**src/rtl/rxshift.sv**
```systemverilog
// USRT receive shifter: samples one line bit per bit clock, assembles start/data/stop frames
// and queues complete words in a first-word-fall-through FIFO with framing/overrun flags.
module rxshift #(
  parameter int DATA_BITS  = 8,
  parameter int FIFO_DEPTH = 4
) (
  input  logic                          i_Bclk,
  input  logic                          i_Reset,
  input  logic                          i_Rx_Serial,
  input  logic                          i_Rx_Read,
  input  logic                          i_Err_Clear,
  output logic [DATA_BITS-1:0]          o_Rx_Data,
  output logic                          o_Rx_Valid,
  output logic [$clog2(FIFO_DEPTH):0]   o_Rx_Count,
  output logic                          o_Busy,
  output logic                          o_Frame_Err,
  output logic                          o_Overrun,
  output logic [1:0]                    o_State
);

  localparam int IDX_W = (DATA_BITS > 1) ? $clog2(DATA_BITS) : 1;
  localparam int PTR_W = $clog2(FIFO_DEPTH);
  localparam int CNT_W = PTR_W + 1;

  typedef enum logic [1:0] {
    S_IDLE  = 2'd0,
    S_DATA  = 2'd1,
    S_STOP  = 2'd2,
    S_BREAK = 2'd3
  } state_t;

  state_t               state;
  logic [IDX_W-1:0]     idx;
  logic [DATA_BITS-1:0] shift_reg;
  logic [DATA_BITS-1:0] mem [FIFO_DEPTH];
  logic [PTR_W-1:0]     wr_ptr;
  logic [PTR_W-1:0]     rd_ptr;
  logic [CNT_W-1:0]     count;
  logic                 frame_err;
  logic                 overrun;

  logic push_req, full, do_pop, do_push, set_ov, set_fe;

  // A pop in the same cycle frees a slot, so a push into a full FIFO still lands.
  always_comb begin
    push_req = (state == S_STOP) && i_Rx_Serial;
    set_fe   = (state == S_STOP) && !i_Rx_Serial;
    full     = (count == CNT_W'(FIFO_DEPTH));
    do_pop   = i_Rx_Read && (count != '0);
    do_push  = push_req && (!full || do_pop);
    set_ov   = push_req && full && !do_pop;
  end

  always_ff @(posedge i_Bclk) begin
    if (i_Reset) begin
      state     <= S_IDLE;
      idx       <= '0;
      shift_reg <= '0;
      wr_ptr    <= '0;
      rd_ptr    <= '0;
      count     <= '0;
      frame_err <= 1'b0;
      overrun   <= 1'b0;
    end else begin
      case (state)
        S_IDLE: begin
          if (!i_Rx_Serial) begin
            state <= S_DATA;
            idx   <= '0;
          end
        end
        S_DATA: begin
          shift_reg[idx] <= i_Rx_Serial;
          if (idx == IDX_W'(DATA_BITS - 1)) state <= S_STOP;
          else                              idx   <= idx + IDX_W'(1);
        end
        S_STOP: begin
          state <= i_Rx_Serial ? S_IDLE : S_BREAK;
        end
        S_BREAK: begin
          if (i_Rx_Serial) state <= S_IDLE;
        end
        default: state <= S_IDLE;
      endcase

      if (do_push) wr_ptr <= wr_ptr + PTR_W'(1);
      if (do_pop)  rd_ptr <= rd_ptr + PTR_W'(1);
      case ({do_push, do_pop})
        2'b10:   count <= count + CNT_W'(1);
        2'b01:   count <= count - CNT_W'(1);
        default: count <= count;
      endcase

      // Set has priority over a simultaneous clear.
      frame_err <= (frame_err && !i_Err_Clear) || set_fe;
      overrun   <= (overrun && !i_Err_Clear) || set_ov;
    end
  end

  always_ff @(posedge i_Bclk) begin
    if (do_push && !i_Reset) mem[wr_ptr] <= shift_reg;
  end

  always_comb begin
    o_Rx_Valid  = (count != '0);
    o_Rx_Data   = o_Rx_Valid ? mem[rd_ptr] : '0;
    o_Rx_Count  = count;
    o_Busy      = (state != S_IDLE);
    o_Frame_Err = frame_err;
    o_Overrun   = overrun;
    o_State     = state;
  end

endmodule

```
**config.mk**
```make
export PLATFORM = sky130hd
export DESIGN_NAME = rxshift
export DESIGN_NICKNAME = d
export VERILOG_FILES = /design/src/rtl/rxshift.sv
export SDC_FILE = /design/constraint.sdc
export NUM_CORES = 1
export LEC_CHECK = 0
export BUFFER_PORTS_ARGS = -buffer_cell sky130_fd_sc_hd__buf_2
export CORE_ASPECT_RATIO = 0.75
export CORE_MARGIN = 4
export CORE_UTILIZATION = 40
export DETAILED_ROUTE_END_ITERATION = 10
export GPL_TIMING_DRIVEN = 1
export PLACE_DENSITY = 0.68
export SLEW_MARGIN = 10
export SYNTH_ARGS = -nofsm -noshare
export SYNTH_HDL_FRONTEND = slang
export SYNTH_SLANG_ARGS = --single-unit
```
**constraint.sdc**
```tcl
create_clock -name i_Bclk -period 2.35 [get_ports i_Bclk]
set_input_delay 0.3525 -clock i_Bclk [delete_from_list [all_inputs] [get_ports i_Bclk]]
set_output_delay 0.3525 -clock i_Bclk [all_outputs]
set_load 0.05 [all_outputs]
```
Word level (Yosys, flattened, before mapping)
Memories as Yosys holds them, arrays and structs flattened. A register that Yosys moved wholly into a read port is not among the register bits.
Cells that the tools add are included.
{ "classes": {"mux": 17, "add_sub_neg": 5, "reduce_logical": 25, "eq_ne": 11, "magnitude_cmp": 2} }
{ "ops": {"columns": ["op", "n"], "rows": [
  ["two-way mux 2 bit", 6],
  ["one-hot mux 3 bit (2 select lines)", 2],
  ["logical AND 1 bit", 10],
  ["bitwise mux 8 bit", 1],
  ["two-way mux 8 bit", 1],
  ["inequality test 2 bit, second input constant", 4],
  ["one-hot mux 2 bit (4 select lines)", 1],
  ["adder 3 x 1 -> 3 bit, second input constant", 2],
  ["== test 2 bit, second input constant", 3],
  ["== test 3 bit, second input constant", 2],
  ["two-way mux 3 bit", 2],
  ["AND reduction 3 bit", 2],
  ["nonzero test 2 bit", 3],
  ["zero test 1 bit", 5],
  ["adder 2 x 1 -> 2 bit, second input constant", 2],
  ["== test 2 x 1 -> 1 bit, second input constant", 2],
  ["less-than comparator 3 x 4 -> 1 bit, second input constant", 1],
  ["demux 1 bit (select 3 bit)", 1],
  ["greater-or-equal comparator 3 x 1 -> 1 bit, second input constant", 1],
  ["logical OR 1 bit", 3],
  ["two-way mux 1 bit", 3],
  ["nonzero test 3 bit", 1],
  ["subtractor 3 x 1 -> 3 bit, second input constant", 1],
  ["zero test 2 bit", 1]
]} }
{ "word_totals": {"ff_bits": 22, "inputBits": 5, "mem_bits_rw": 32, "out_inout_bits": 17, "word_cells": 69, "mem_count": 1} }
{ "mem_list": {"columns": ["name", "words", "word_bits", "read_ports", "rd_clocked_by_memory_dff", "write_ports", "line_no", "source"], "rows": [
  ["mem", 4, 8, 1, 1, 1, "35", "logic [DATA_BITS-1:0] mem [FIFO_DEPTH];"]
]} }

Logic depth before layout (Yosys ltp)
Gate-level depths: netlist (run 1).
{ "logic_depth": {"depth_word": 7, "depth_mapped": 8, "depth_no_buf": 7} }

Worst setup path after synthesis (run 1)
Ideal clock, no wire load.
{ "synth_timing": {"path_type": "reg-to-reg", "startpoint": "register state[0], in the netlist o_State[0]", "endpoint": "register count[2], in the netlist o_Rx_Count[2]", "arrival_time_ns": 2.134, "slack_ns": 0.094, "path_buffers": 1, "setup_ns": 0.121, "required_time_ns": 2.229, "path_stages_with_launch": 8, "period_less_slack_ns": 2.256, "cell_sequence": "dfxtp_1 buf_6 nand3b_1 and2_4 inv_1 fa_1 mux2_2 mux2_4"} }
{ "synth_via": {"elab_chain_cells": 5, "elab_cells_between_ends": 7, "classes_between": "3 x eq/ne; 1 x mux; 3 x reduce/logical"} }
{ "synth_rtl": {"columns": ["element", "line_no", "source"], "rows": [
  ["from (decl)", "32", "state_t state;"],
  ["from (signal assigned)", "78", "state <= i_Rx_Serial ? S_IDLE : S_BREAK;"],
  ["== test 2 bit *", "46", "push_req = (state == S_STOP) && i_Rx_Serial;"],
  ["logical AND 1 bit *", "46", null],
  ["logical AND 1 bit *", "50", "do_push = push_req && (!full || do_pop);"],
  ["== test 2 x 1 -> 1 bit or == test 2 bit (tied branches)", "88", "case ({do_push, do_pop})"],
  ["one-hot mux 3 bit (2 select lines) or nonzero test 2 bit (tied branches)", null, null],
  ["to (signal assigned)", "89", "2'b10: count <= count + CNT_W'(1);"],
  ["to (signal assigned)", "90", "2'b01: count <= count - CNT_W'(1);"],
  ["to (signal assigned)", "91", "default: count <= count;"],
  ["to (decl)", "38", "logic [CNT_W-1:0] count;"]
]} }
Mark *: on every way between the ends. The rest lies on a longest branch, timed or not.
A chain may end at the register's enable or synchronous reset.

==> results of run 1 <==
cells in the mapped netlist:
cell type  count  area, um^2
edfxtp_1      32         961
dfxtp_1       24         480
nor2_1        22        82.6
nor2b_1       10        62.6
mux2i_1        9        90.1
a21oi_1        8        40.0
inv_1          8        30.0
mux4_2         8         180
clkbuf_1       6        22.5
ha_1           6        75.1
nand2_1        5        18.8
and2_1         4        25.0
nand3b_1       4        30.0
nor3b_1        4        30.0
buf_2          3        15.0
nor3_1         3        15.0
o21ai_0        3        15.0
nand3_1        2        10.0
nor4bb_1       2        20.0
xnor2_1        2        17.5
a211oi_1       1        7.51
and2_4         1        8.76
and2b_2        1        8.76
buf_6          1        11.3
fa_1           1        20.0
mux2_2         1        11.3
mux2_4         1        15.0
nand4_1        1        6.26
nor3_2         1        10.0
nor4b_2        1        15.0
o31a_1         1        8.76
o41ai_1        1        8.76
or2_2          1        6.26
or3_1          1        6.26
xor2_1         1        8.76
layout make-up:
| cell class | instances | area [um^2] | area share [%] |
|---|---|---|---|
| Sequential cell | 56 | 1440 | 54.1 |
| Multi-Input combinational cell | 106 | 853 | 32.0 |
| Timing Repair Buffer | 25 | 135 | 5.07 |
| Tap cell | 75 | 93.8 | 3.52 |
| Clock buffer | 6 | 72.6 | 2.72 |
| Clock inverter | 2 | 38.8 | 1.45 |
| Inverter | 8 | 30.0 | 1.13 |
metal layers:
layer	GRT usage [%]	up-vias	share of wire, %
met2	18.8	22	43
met5	0	-	0
met3	3.43	6	4.1
li1	-	683	-
met1	16.7	668	51
met4	4.67	0	1.1
cells by family after synthesis:
family          synth area share [%]
compound gates                  3.37
xor+xnor                        1.11
fa+ha+maj                       4.01
buf+inv                         3.32
flops                           60.7
mux                             12.5
simple gates                    15.0
through the flow:
step	worst slack, ps	util [%]
floorplan	94.4	-
global placement	337	46.0
detailed placement	296	46.0
CTS	103	48.0
global route	110	48.0
finish	261	48.0
what timing repair did:
item	in CTS	in global routing
buffers inserted	0	0
gates resized for setup	0	1
endpoints found under the setup margin	0	4
power breakdown:
part | internal [W] | switching, W | total [W] | leakage [nW]
clock | 0.000322 | 0.000306 | 0.000628 | 0.0558
sequential | 0.00105 | 0.0000389 | 0.00109 | 0.477
combinational | 0.000200 | 0.000459 | 0.000659 | 0.438
total | 0.00158 | 0.000803 | 0.00238 | 0.970
placed cells by master (no fill, tap or decap), types with 2 or more instances in the layout:
cell,n
nor3b_1,4
mux4_2,8
and2_1,4
nand3b_1,4
edfxtp_1,32
xnor2_1,2
nor4bb_1,2
ha_1,6
mux2i_1,9
clkbuf_8,5
a21oi_1,8
nor3_1,3
inv_1,8
nand2_1,5
buf_4,4
nand3_1,2
nor2b_1,10
buf_2,21
o21ai_0,3
dfxtp_1,23
nor2_1,22
final timing paths:
kind	depth (start not counted)	from	slack, ps	end
worst max-delay path	4	flop	260	o_Rx_Data[7]
worst min-delay path	4	i_Err_Clear	360	o_Overrun
worst max register to register	6	o_Rx_Count[0]	350	o_Rx_Count[2]
worst min register to register	2	o_Frame_Err	510	o_Frame_Err
worst max-delay path, stage by stage, from the launching register on:
cell and delay [ps]:
dfxtp_2 430, buf_4 190, mux4_2 480, nor2b_1 130, buf_2 200
==> metrics.csv, run 1 <==
metric;value;unit
wire_per_inst;14.6;um
hold_violations;0;
cp-start-kind;flop;
worst_ep_required_time;2000;ps
grt_pass1_wl;6.90;mm
first_iter_violations;71;
p_leak;0.970;nW
drc_errors;0;
clk_pin_slew_worst_paths;100;ps
placed_area;2550;um^2
final.period_utilization;88.9;%
cap_violations;0;
path_class;reg -> out;
fin_skew;8.41;ps
start_util;42.7;%
numCtsBuffers;5;
clock-sinks;56;
die_w;97.0;um
cts_root_buffer;clkbuf_8;
slew_viol_final;0;
grt_pass1_vias;1351;
htree_levels;2;
routed_wl;4.06;mm
yosys_register_bits;56;
synth_cells;180;
dp.cells;270;
final_antenna_net_count;0;
coreArea;5550;um^2
drive_gt1_share;23.6;%
finalWeightedCongestion;0.785;
ir_drop;0.000338;V
ctsHoldBuffers;0;
die_h;74.7;um
post-route-min-period;2090;ps
tns;0;ps
clockBufferDepth;2;
p_per_area;893;nW/um^2
hold-worst-slack;357;ps
rsz0062_at_grt;false;
grt_overflow;0;
antenna_cells;0;
hold_class;in -> reg;
dp_hpwl;2.81;mm
viasPerCell;4.96;
grt_max_degree;26;
die_area;7240;um^2
syn_area_per_cell;13.2;um^2
syn_nets;192;
nNetsFinal;214;
synth.cell_area;2370;um^2
critPathMaxFanout;5;
stdcell_count;278;
io_pins;22;
gr-usage-all-layers;12.2;%
nFillCells;529;
vias;1379;
max_freq;479;MHz
worstPathArrival;1740;ps
yosysSeqAreaShare;60.7;%
antenna_found_initial;0;
floorplan.rows;23;
cts_tree;built;
outcome;completed;
clk_latency;310;ps
relSlewSlack;54.5;%
portBuffers;21;
finalSetupViolations;0;
critPathCaptureType;output port;
max_slew.worst_pin.slew;681;ps
fin_area;2670;um^2
largest_register_ffs;32;
firstDrtPassIters;4;
power;0.00238;W
syn2layout_area_growth;12.3;%
synth_cell_types;35;
synth_warnings;0;
No activity file was read; power rests on OpenSTA's default activity.
==> run 2, diff against run 1 <==
==> constraint.sdc (replaced) <==
create_clock -name i_Bclk -period 2.35 [get_ports i_Bclk]
set_input_delay 0.1175 -clock i_Bclk [delete_from_list [all_inputs] [get_ports i_Bclk]]
set_output_delay 0.1175 -clock i_Bclk [all_outputs]
set_load 0.01 [all_outputs]
==> run 2 against run 1 <==
Against the previous run:
- via count fell by 4.6%
- cell area decreased by 1.6%
- global-route usage decreased by 0.20 points
- maximum frequency increased by 3.2%
- clock power is 15% lower
- clock-buffer cell count shrank 1
- combinational power decreased by 42%
- non-clock buffer count is 3 lower
- largest power group unchanged
- highest routed layer unchanged
==> metrics.csv, run 2 (same netlist as run 1, synthesis figures left out) <==
metric;value;unit;change
outcome;completed;;unchanged
grt_pass1_wl;6.75;mm;was 6.90 mm
clockBufferDepth;2;;unchanged
max_freq;494;MHz;was 479 MHz
largest_register_ffs;32;;unchanged
post_cts_buffers;0;;unchanged
worstPathArrival;2230;ps;was 1740 ps
syn2layout_area_growth;10.5;%;was 12.3%
htree_levels;2;;unchanged
critPathCaptureType;flop;;was output port
finalWeightedCongestion;0.714;;was 0.785
finalSetupViolations;0;;unchanged
stdcell_count;275;;was 278
grt_max_degree;27;;was 26
cpPeakStageDelay;480;ps;about the same
clock-sinks;56;;unchanged
power;0.00201;W;was 0.00238 W
regToRegSetupSlack;330;ps;was 350 ps
slew_viol_final;0;;unchanged
p_leak;0.947;nW;was 0.970 nW
cts_root_buffer;clkbuf_8;;unchanged
final_antenna_net_count;0;;unchanged
antenna_found_initial;0;;unchanged
numCtsBuffers;5;;unchanged
wire_per_inst;14.1;um;was 14.6 um
cts_tree;built;;unchanged
ff2ff_path_depth;6;;unchanged
hold-path-cell-count;4;;unchanged
die_h;74.7;um;unchanged
worst_ep_required_time;2560;ps;was 2000 ps
dp.cells;267;;was 270
hold_start;i_Err_Clear;;unchanged
cts_resized;0;;unchanged
max_slew.worst_pin.slew;630;ps;was 681 ps
drive_gt1_share;22.5;%;was 23.6%
p_per_area;768;nW/um^2;was 893 nW/um^2
ctsHoldBuffers;0;;unchanged
cp-start-kind;flop;;unchanged
coreArea;5550;um^2;unchanged
clk_latency;310;ps;about the same
firstDrtPassIters;5;;was 4
path_class;reg -> reg;;was reg -> out
die_w;97.0;um;unchanged
vias;1316;;was 1379
nNetsFinal;211;;was 214
hold_class;in -> reg;;unchanged
fin_area;2620;um^2;was 2670 um^2
viasPerCell;4.79;;was 4.96
layout_commonest_cell;edfxtp_1;;unchanged
start_util;42.7;%;unchanged
cap_violations;0;;unchanged
path_cells;nand3b_1, and2_4, inv_1, fa_1, mux2_2, mux2_4;;was buf_4, mux4_2, nor2b_1, buf_2
portBuffers;21;;unchanged
critPathBufInv;1;;was 2
rsz0062_at_grt;false;;unchanged
antenna_cells;0;;unchanged
floorplan.rows;23;;unchanged
routed_wl;3.87;mm;was 4.06 mm
drc_errors;0;;unchanged
tns;0;ps;unchanged
placed_area;2530;um^2;was 2550 um^2
worst_hold_path.endpoint;o_Overrun;;unchanged
io_pins;22;;unchanged
dp_hpwl;2.63;mm;was 2.81 mm
cp_top_family;multiplexers;;unchanged
critPathMaxFanout;11;;was 5
ir_drop;0.000265;V;was 0.000338 V
die_area;7240;um^2;unchanged
final_cell_mix;32 x edfxtp_1, 24 x dfxtp_1, 22 x nor2_1;;was 32 x edfxtp_1, 23 x dfxtp_1, 22 x nor2_1
grt_pass1_vias;1310;;was 1351
grt_overflow;0;;unchanged
gr-usage-all-layers;12.0;%;was 12.2%
fin_util;47.2;%;was 48.0%
hold_violations;0;;unchanged
regToRegStartpoint;o_State[0];;was o_Rx_Count[0]
first_iter_violations;56;;was 71
final.period_utilization;86.2;%;was 88.9%
r2r-end;o_Rx_Count[2];;unchanged
post-route-min-period;2020;ps;was 2090 ps
relSlewSlack;57.9;%;was 54.5%
cp_slowest_cell;dfxtp_1;;was mux4_2
clk_pin_slew_worst_paths;100;ps;about the same
fin_skew;5.07;ps;was 8.41 ps
==> run 2: cell count changes in the layout (fill, tap and decap cells not counted), sizes merged <==
cell    delta
clkinv     +2
buf        -3
bufinv     -1
clkbuf     -1
==> run 2: worst reg2reg max path: stages (launching register included) <==
cell,delay (ps)
dfxtp_1,480
nand3b_1,250
and2_4,200
inv_1,50
fa_1,360
mux2_2,290
mux2_4,290
==> run 2: worst max path at each step <==
stage | start | end | slack (ps) | depth (start not counted)
floorplan | o_State[0] | o_Rx_Count[2] | 410 | 7
global placement | o_State[0] | o_Rx_Count[2] | 380 | 6
detailed placement | o_State[0] | o_Rx_Count[2] | 330 | 6
CTS | o_State[0] | o_Rx_Count[2] | 320 | 6
global route | o_State[0] | o_Rx_Count[2] | 210 | 6
finish | o_State[0] | o_Rx_Count[2] | 330 | 6
==> run 2: through the flow <==
| step | hold WS, ps | worst slack, ps |
|---|---|---|
| final | 120 | 325 |
| after global routing | 124 | 205 |
| after CTS | 110 | 319 |
| after detailed placement | 447 | 332 |
| after global placement | 430 | 384 |
| after floorplan | 312 | 406 |
==> run 2: routing by layer <==
layer / routed length, um / part of all wire [%] / vias to the layer above / GRT usage [%]
met1: 2020 / 52 / 610 / 17.3
met3: 170 / 4.4 / 8 / 3.15
met5: 0 / 0 / - / 0
li1: - / - / 675 / -
met4: 57 / 1.5 / 0 / 4.21
met2: 1620 / 42 / 23 / 17.7
==> run 2: cell type report <==
type,count,area [um^2]
Fill cell,513,2930
Clock inverter,3,22.5
Tap cell,75,93.8
Timing Repair Buffer,22,113
Multi-Input combinational cell,106,853
Inverter,8,30.0
Clock buffer,5,68.8
Sequential cell,56,1440
==> run 2: where the power goes <==
group / switching, W / internal (W)
Clock: 0.000318 / 0.000214
Combinational: 0.000188 / 0.000191
Sequential: 0.0000498 / 0.00105
